File: config.mk
export PLATFORM = sky130hd
export DESIGN_NAME = iterative_divider
export DESIGN_NICKNAME = d
export VERILOG_FILES = /design/src/rtl/iterative_divider.sv
export SDC_FILE = /design/constraint.sdc
export NUM_CORES = 1
export LEC_CHECK = 0
export BUFFER_PORTS_ARGS = -buffer_cell sky130_fd_sc_hd__buf_2
export CORE_AREA = 2 2 116 118
export DETAILED_ROUTE_END_ITERATION = 7
export DIE_AREA = 0 0 118 120
export MAX_ROUTING_LAYER = met4
export PLACE_DENSITY = 0.68
export SLEW_MARGIN = 20
export SYNTH_ARGS = -nofsm -noshare
export SYNTH_HDL_FRONTEND = slang
export SYNTH_SLANG_ARGS = --single-unit
export TNS_END_PERCENT = 50
File: constraint.sdc
create_clock -name clk -period 3.05 [get_ports clk]
set_input_delay 0.4575 -clock clk [delete_from_list [all_inputs] [get_ports clk]]
set_output_delay 0.4575 -clock clk [all_outputs]
set_load 0.05 [all_outputs]
File: src/rtl/iterative_divider.sv
// rtl/iterative_divider.sv - restoring unsigned divider, 2W-bit dividend by W-bit divisor, one quotient bit per cycle
// Optional macro DIV_EARLY_DONE_EN: div_zero/overflow cases skip RUN and finish one cycle after start.
module iterative_divider #(
  parameter int WIDTH = 16
) (
  input  logic               clk,
  input  logic               reset,
  input  logic               start,
  input  logic [2*WIDTH-1:0] dividend,
  input  logic [WIDTH-1:0]   divisor,
  output logic               busy,
  output logic               done,
  output logic [WIDTH-1:0]   quotient,
  output logic [WIDTH-1:0]   remainder,
  output logic               div_zero,
  output logic               overflow
);
  localparam int CW = $clog2(WIDTH + 1);

  typedef enum logic [1:0] {S_IDLE, S_RUN, S_DONE} state_t;

  state_t           r_state;
  state_t           w_state_next;
  state_t           w_start_state;
  logic [WIDTH-1:0] r_rem;
  logic [WIDTH-1:0] r_lo;
  logic [WIDTH-1:0] r_dvs;
  logic [WIDTH-1:0] r_quotient;
  logic [WIDTH-1:0] r_remainder;
  logic [CW-1:0]    r_cnt;
  logic             r_div_zero;
  logic             r_overflow;
  logic             w_accept;
  logic             w_dz;
  logic             w_ov;
  logic             w_err;
  logic             w_last;
  logic             w_ge;
  logic [WIDTH:0]   w_trial;
  logic [WIDTH-1:0] w_diff;
  logic [WIDTH-1:0] w_rem_next;

  assign w_accept = start && (r_state != S_RUN);
  assign w_dz     = (divisor == '0);
  assign w_ov     = !w_dz && (dividend[2*WIDTH-1:WIDTH] >= divisor);
  assign w_err    = r_div_zero || r_overflow;
  assign w_last   = (r_cnt == CW'(WIDTH - 1));

  // r_lo holds the unconsumed dividend bits; quotient bits shift in behind them
  assign w_trial    = {r_rem, r_lo[WIDTH-1]};
  assign w_ge       = (w_trial >= {1'b0, r_dvs});
  assign w_diff     = w_trial[WIDTH-1:0] - r_dvs;
  assign w_rem_next = w_ge ? w_diff : w_trial[WIDTH-1:0];

`ifdef DIV_EARLY_DONE_EN
  assign w_start_state = (w_dz || w_ov) ? S_DONE : S_RUN;
`else
  assign w_start_state = S_RUN;
`endif

  always_ff @(posedge clk) begin
    if (reset) begin
      r_state <= S_IDLE;
    end else begin
      r_state <= w_state_next;
    end
  end

  always_comb begin
    w_state_next = r_state;
    case (r_state)
      S_IDLE:  if (start) w_state_next = w_start_state;
      S_RUN:   if (w_last) w_state_next = S_DONE;
      S_DONE:  w_state_next = start ? w_start_state : S_IDLE;
      default: w_state_next = S_IDLE;
    endcase
  end

  always_ff @(posedge clk) begin
    if (reset) begin
      r_rem       <= '0;
      r_lo        <= '0;
      r_dvs       <= '0;
      r_cnt       <= '0;
      r_div_zero  <= 1'b0;
      r_overflow  <= 1'b0;
      r_quotient  <= '0;
      r_remainder <= '0;
    end else if (w_accept) begin
      r_rem      <= dividend[2*WIDTH-1:WIDTH];
      r_lo       <= dividend[WIDTH-1:0];
      r_dvs      <= divisor;
      r_cnt      <= '0;
      r_div_zero <= w_dz;
      r_overflow <= w_ov;
`ifdef DIV_EARLY_DONE_EN
      if (w_dz || w_ov) begin
        r_quotient  <= '1;
        r_remainder <= dividend[WIDTH-1:0];
      end
`endif
    end else if (r_state == S_RUN) begin
      r_cnt <= r_cnt + 1'b1;
      // Error runs freeze r_lo so it still holds dividend[W-1:0] for the forced remainder
      if (!w_err) begin
        r_rem <= w_rem_next;
        r_lo  <= {r_lo[WIDTH-2:0], w_ge};
      end
      if (w_last) begin
        r_quotient  <= w_err ? '1 : {r_lo[WIDTH-2:0], w_ge};
        r_remainder <= w_err ? r_lo : w_rem_next;
      end
    end
  end

  assign busy      = (r_state == S_RUN);
  assign done      = (r_state == S_DONE);
  assign quotient  = r_quotient;
  assign remainder = r_remainder;
  assign div_zero  = r_div_zero;
  assign overflow  = r_overflow;
endmodule

Yosys cells after proc, flatten, opt, wreduce, memory -nomap -nowiden
Cells that the tools add are included.
{"block": "totals", "ff_bits": 89, "wordCells": 45}
{"block": "op_classes", "addsub": 2, "n_lt_le_gt_ge": 2, "eq_ne": 7, "muxes": 13, "bitwise_logic": 1, "n_reduce_logical": 11}
{"cell": "two-way mux 16 bit", "count": 9}
{"cell": ">= comparator 17 x 16 -> 1 bit", "count": 1}
{"cell": ">= comparator 16 bit", "count": 1}
{"cell": "logical NOT 16 bit", "count": 1}
{"cell": "subtractor 16 bit", "count": 1}
{"cell": "case mux 2 bit (3 select lines)", "count": 1}
{"cell": "adder 5 x 1 -> 5 bit (second input constant)", "count": 1}
{"cell": "== test 5 x 4 -> 1 bit (second input constant)", "count": 1}
{"cell": "two-way mux 2 bit", "count": 2}
{"cell": "!= test 2 x 1 -> 1 bit (second input constant)", "count": 2}
{"cell": "!= test 2 bit (second input constant)", "count": 2}
{"cell": "AND reduction 2 bit", "count": 2}
{"cell": "AND reduction 3 bit", "count": 1}
{"cell": "== test 2 x 1 -> 1 bit (second input constant)", "count": 1}
{"cell": "== test 2 bit (second input constant)", "count": 1}
{"cell": "logical AND 1 bit", "count": 2}
{"cell": "logical NOT 2 bit", "count": 1}
{"cell": "nonzero test 2 bit", "count": 1}
{"cell": "OR reduction 2 bit", "count": 1}
{"cell": "logical NOT 1 bit", "count": 1}
{"cell": "logical OR 1 bit", "count": 1}
{"cell": "two-way mux 1 bit", "count": 1}
{"cell": "inverter 1 bit", "count": 1}

Longest topological paths before layout
{"block": "logic_depth", "ltp_word": 5, "mapped_depth": 11, "depth_no_buf": 11}

Least setup slack after synthesis
OpenSTA, ideal clock, no wires.
{"block": "synth_timing", "path_type": "flip-flop to flip-flop", "from": "register r_dvs[1]", "to": "register r_rem[14]", "setup_time_ns": 0.116, "arrival_time_ns": 2.328, "required_time_ns": 2.934, "slack_ns": 0.606, "path_stages_with_launch": 11, "path_buffers": 1, "period_less_slack_ns": 2.444, "path_cell_list": "dfxtp_1 > inv_1 > ha_1 > or2b_1 > a21o_1 > a211o_1 > a311o_1 > buf_6 > a31oi_1 > o21ai_1 > a41o_1"}
{"block": "synth_between", "elab_chain_cells": 5, "elab_cells_between_ends": 6, "classes_between": "1 x add/sub; 1 x order compare; 4 x mux"}
{"item": "start, declared", "line_no": "27", "rtl": "logic [WIDTH-1:0] r_dvs;"}
{"item": "start signal, assigned", "line_no": "92", "rtl": "r_dvs <= divisor;"}
{"item": "subtractor 16 bit / >= comparator 17 x 16 -> 1 bit (equally long branches)", "line_no": "52, 51"}
{"item": "two-way mux 16 bit *", "line_no": "53", "rtl": "assign w_rem_next = w_ge ? w_diff : w_trial[WIDTH-1:0];"}
{"item": "two-way mux 16 bit *", "line_no": "105", "rtl": "if (!w_err) begin"}
{"item": "two-way mux 16 bit *", "line_no": "102", "rtl": "end else if (r_state == S_RUN) begin"}
{"item": "two-way mux 16 bit *", "line_no": "89", "rtl": "end else if (w_accept) begin"}
{"item": "end signal, assigned", "line_no": "90", "rtl": "r_rem <= dividend[2*WIDTH-1:WIDTH];"}
{"item": "end signal, assigned", "line_no": "106", "rtl": "r_rem <= w_rem_next;"}
{"item": "end, declared", "line_no": "25", "rtl": "logic [WIDTH-1:0] r_rem;"}
Mark *: on every way between the ends. The rest lies on a longest branch, timed or not. The select of a mux whose other input is x is not followed.
A chain may end at the register's enable or synchronous reset.

Worst setup path in the final report
{"block": "layout_timing", "from": "register r_dvs[1]", "to": "register r_remainder[10] (netlist: remainder[10])"}
{"block": "layout_between", "elab_chain_cells": 3, "elab_cells_between_ends": 4, "classes_between": "1 x add/sub; 1 x order compare; 2 x mux"}
{"item": "subtractor 16 bit / >= comparator 17 x 16 -> 1 bit (equally long branches)", "line_no": "52, 51"}
{"item": "two-way mux 16 bit *", "line_no": "53"}
{"item": "two-way mux 16 bit *", "line_no": "111", "rtl": "r_remainder <= w_err ? r_lo : w_rem_next;"}
{"item": "end signal, assigned", "line_no": "111"}
{"item": "end, declared", "line_no": "29", "rtl": "logic [WIDTH-1:0] r_remainder;"}
Mark *: on every way between the ends. The rest lies on a longest branch, timed or not.

==> flow_metrics.tcl <==
set metrics [dict create \
    dieArea_um2 14200 \
    htree_levels 3 \
    drt_first_pass_iters 5 \
    seq_area_frac_synth_pct 35.0 \
    overflow 0 \
    clock_skew_ns 0.00977 \
    nFillCells 1332 \
    ys_ff_latch 89 \
    max_freq_mhz 362 \
    grt_start_max_net_pins 70 \
    grt_setup_unrepaired "no" \
    hold_class "in -> reg" \
    grt_pass1_vias 4371 \
    whs_endpoint "r_rem[5]" \
    core_area_um2 13000 \
    slowest_delay_ns 0.49 \
    place_hpwl_um 10600 \
    postCtsSetupRepairBufs 0 \
    synthTopCellsByCount "dfxtp_1 (89), nor2_1 (70), nand2_1 (63)" \
    insertion_delay_ns 0.36 \
    fp.dieW_um 118 \
    timing.slew.headroom_pct 40.2 \
    start_util_pct 39.3 \
    fin_nets 814 \
    yosysTopAreaCell "dfxtp_1" \
    reg2reg_to "remainder[10]" \
    io_pins 87 \
    p_per_area_nw_per_um2 614 \
    vias 4992 \
    vias_per_cell 5.49 \
    drtIter0Drc 551 \
    multiInputGateArea_um2 2990 \
    crit_path_start_kind "flip-flop" \
    ys_top_cells_by_area "dfxtp_1 (35%), ha_1 (8.3%), nor2_1 (5.2%)" \
    post_cts_resized 0 \
    drv_slew 0 \
    cp-startpoint "r_dvs[1]" \
    synth.distinct_cells 62 \
    worstPathArrival_ns 2.98 \
    cp-end-kind "flip-flop" \
    outcome "completed" \
    p_leak_nw 2.68 \
    r2r_cells 9 \
    area_growth_pct 18.4 \
    synthArstFlopShare_pct 0 \
    setup_tns_ns 0 \
    synth_fp_nets 742 \
    synth.avg_cell_area_um2 7.77 \
    row_count 42 \
    setup_viol 0 \
    regArea_um2 1780 \
    hold_viol 0 \
    cts_buffers 9 \
    synth_edf_count 0 \
    synth_area_um2 5100 \
    post-route-drc-count 0 \
    path_cells "inv_1 > ha_1 > or2b_1 > a21o_1 > a211o_1 > a311o_2 > and3_1 > nor4_1 > nor4_2" \
    reg2reg_from "r_dvs[1]" \
    holdPathStages 2 \
    yosys_most_used_dff "dfxtp_1" \
    drive_gt1_share_pct 17.9 \
    post-route-min-period_ns 2.77 \
    ctsRootBufferMaster "clkbuf_16" \
    synth_cells 656 \
    wl_um 14400 \
    wire_per_inst_um 15.9 \
    diodes 0 \
    antenna_found_initial 0 \
    critical_path_peak_fanout 11 \
    final_antenna_net_count 0 \
    grt_pass1_wl_um 23500 \
    clk_pin_slew_ns 0.07 \
    synth_most_common_cell "dfxtp_1" \
    tightestPinTransition_ns 0.894 \
    min_from "dividend[21]" \
    holdBufCountCts 0 \
    synth_top_area_share_pct 35.0 \
    cap_violations 0 \
    place_congestion 0.934 \
    crit_type "reg -> reg" \
    cts_tree "done" \
    ff2ff_setup_slack_ns 0.28 \
    cts.sinks 89 \
    critical_path.slowest_cell "a311o_2" \
    die_h_um 120 \
    yosys_warnings 0 \
    critPathRequiredTime_ns 3.26 \
    fin_crit_sh_pct 90.7 \
    layout.cells.non_filler 909 \
    ir_drop_mv 0.300 \
    track_usage_pct 21.3 \
    port_buffers 86 \
    dpl.cell_count 893 \
    clock_path_buffers 2 \
]
metrics by stage:
stage	power (mW)	util [%]	worst slack, ns	hold WS, ns	area (um2)
after detailed placement	2.45	43.9	0.283	0.447	5700
after floorplan	2.16	-	0.606	0.436	5100
final	3.71	46.5	0.284	0.349	6030
after CTS	3.69	46.5	0.263	0.347	6030
after global routing	3.91	46.5	0.0740	0.357	6030
after global placement	2.44	43.9	0.300	0.440	5700
power breakdown:
| group | leakage, nW | internal [mW] | switching, mW |
|---|---|---|---|
| Combinational | 1.79 | 0.440 | 0.711 |
| Clock | 0.163 | 0.734 | 0.515 |
| Sequential | 0.727 | 1.23 | 0.0732 |
| Total | 2.68 | 2.41 | 1.30 |
sequential cells by signal (all words and copies together), names as in the netlist:
register,cells
div_zero,1
overflow,1
quotient,16
r_cnt,5
r_dvs,16
r_lo,16
r_rem,16
r_state,2
remainder,16
critical path: cells and delay by family, from the launching register on:
family,cells,cell delay (ns)
AOI/OAI and AO/OA,3,1.00
adders and majority gates,1,0.28
buffers and inverters,1,0.07
DFF,1,0.33
and+or+nand+nor,4,0.96
metal layers:
layer	global-route usage [%]	up-vias	wire length [um]
met3	3.33	16	959
li1	-	2516	-
met1	30.7	2266	7140
met2	30.5	194	6120
met4	6.55	0	206
met5	-	-	0
cells in the final DEF, fill, tap and decap left out, types with 6 or more instances in the layout:
| cell type | n |
|---|---|
| xor2_1 | 6 |
| a21o_1 | 11 |
| o21ai_0 | 19 |
| nor2_1 | 69 |
| o21ai_1 | 10 |
| nor3_1 | 52 |
| dfxtp_1 | 89 |
| nand4_1 | 6 |
| and3_1 | 8 |
| xnor2_1 | 7 |
| nand2_1 | 63 |
| o22ai_1 | 14 |
| nand3_1 | 18 |
| o211ai_1 | 11 |
| buf_4 | 17 |
| clkbuf_16 | 9 |
| inv_1 | 41 |
| nor4_1 | 6 |
| ha_1 | 34 |
| buf_2 | 86 |
| a211oi_1 | 13 |
| a21oi_1 | 51 |
how the worst max path moves through the flow:
stage / to / slack (ns) / cells after the start
global placement: remainder[10] / 0.30 / 9
finish: remainder[10] / 0.28 / 9
CTS: remainder[12] / 0.26 / 11
global route: remainder[12] / 0.07 / 11
floorplan: r_rem[14] / 0.61 / 10
detailed placement: remainder[10] / 0.28 / 9
cells by family after synthesis:
| family | count (synthesis) | share of synthesized area [%] |
|---|---|---|
| and+or+nand+nor | 250 | 23.0 |
| AOI/OAI and AO/OA | 184 | 24.3 |
| DFF | 89 | 35.0 |
| buffers and inverters | 84 | 6.56 |
| adders and majority gates | 35 | 8.74 |
| xor gates and xnor gates | 13 | 2.23 |
| muxes | 1 | 0.196 |
cell type report:
| type | count | area share (%) |
|---|---|---|
| clock buffer | 9 | 3.73 |
| timing repair buffer | 103 | 9.25 |
| clock inverter | 7 | 1.76 |
| sequential | 89 | 29.5 |
| multi-input combinational | 483 | 49.5 |
| tap | 176 | 3.65 |
| inverter | 42 | 2.61 |
No activity file was read; power rests on OpenSTA's default activity.
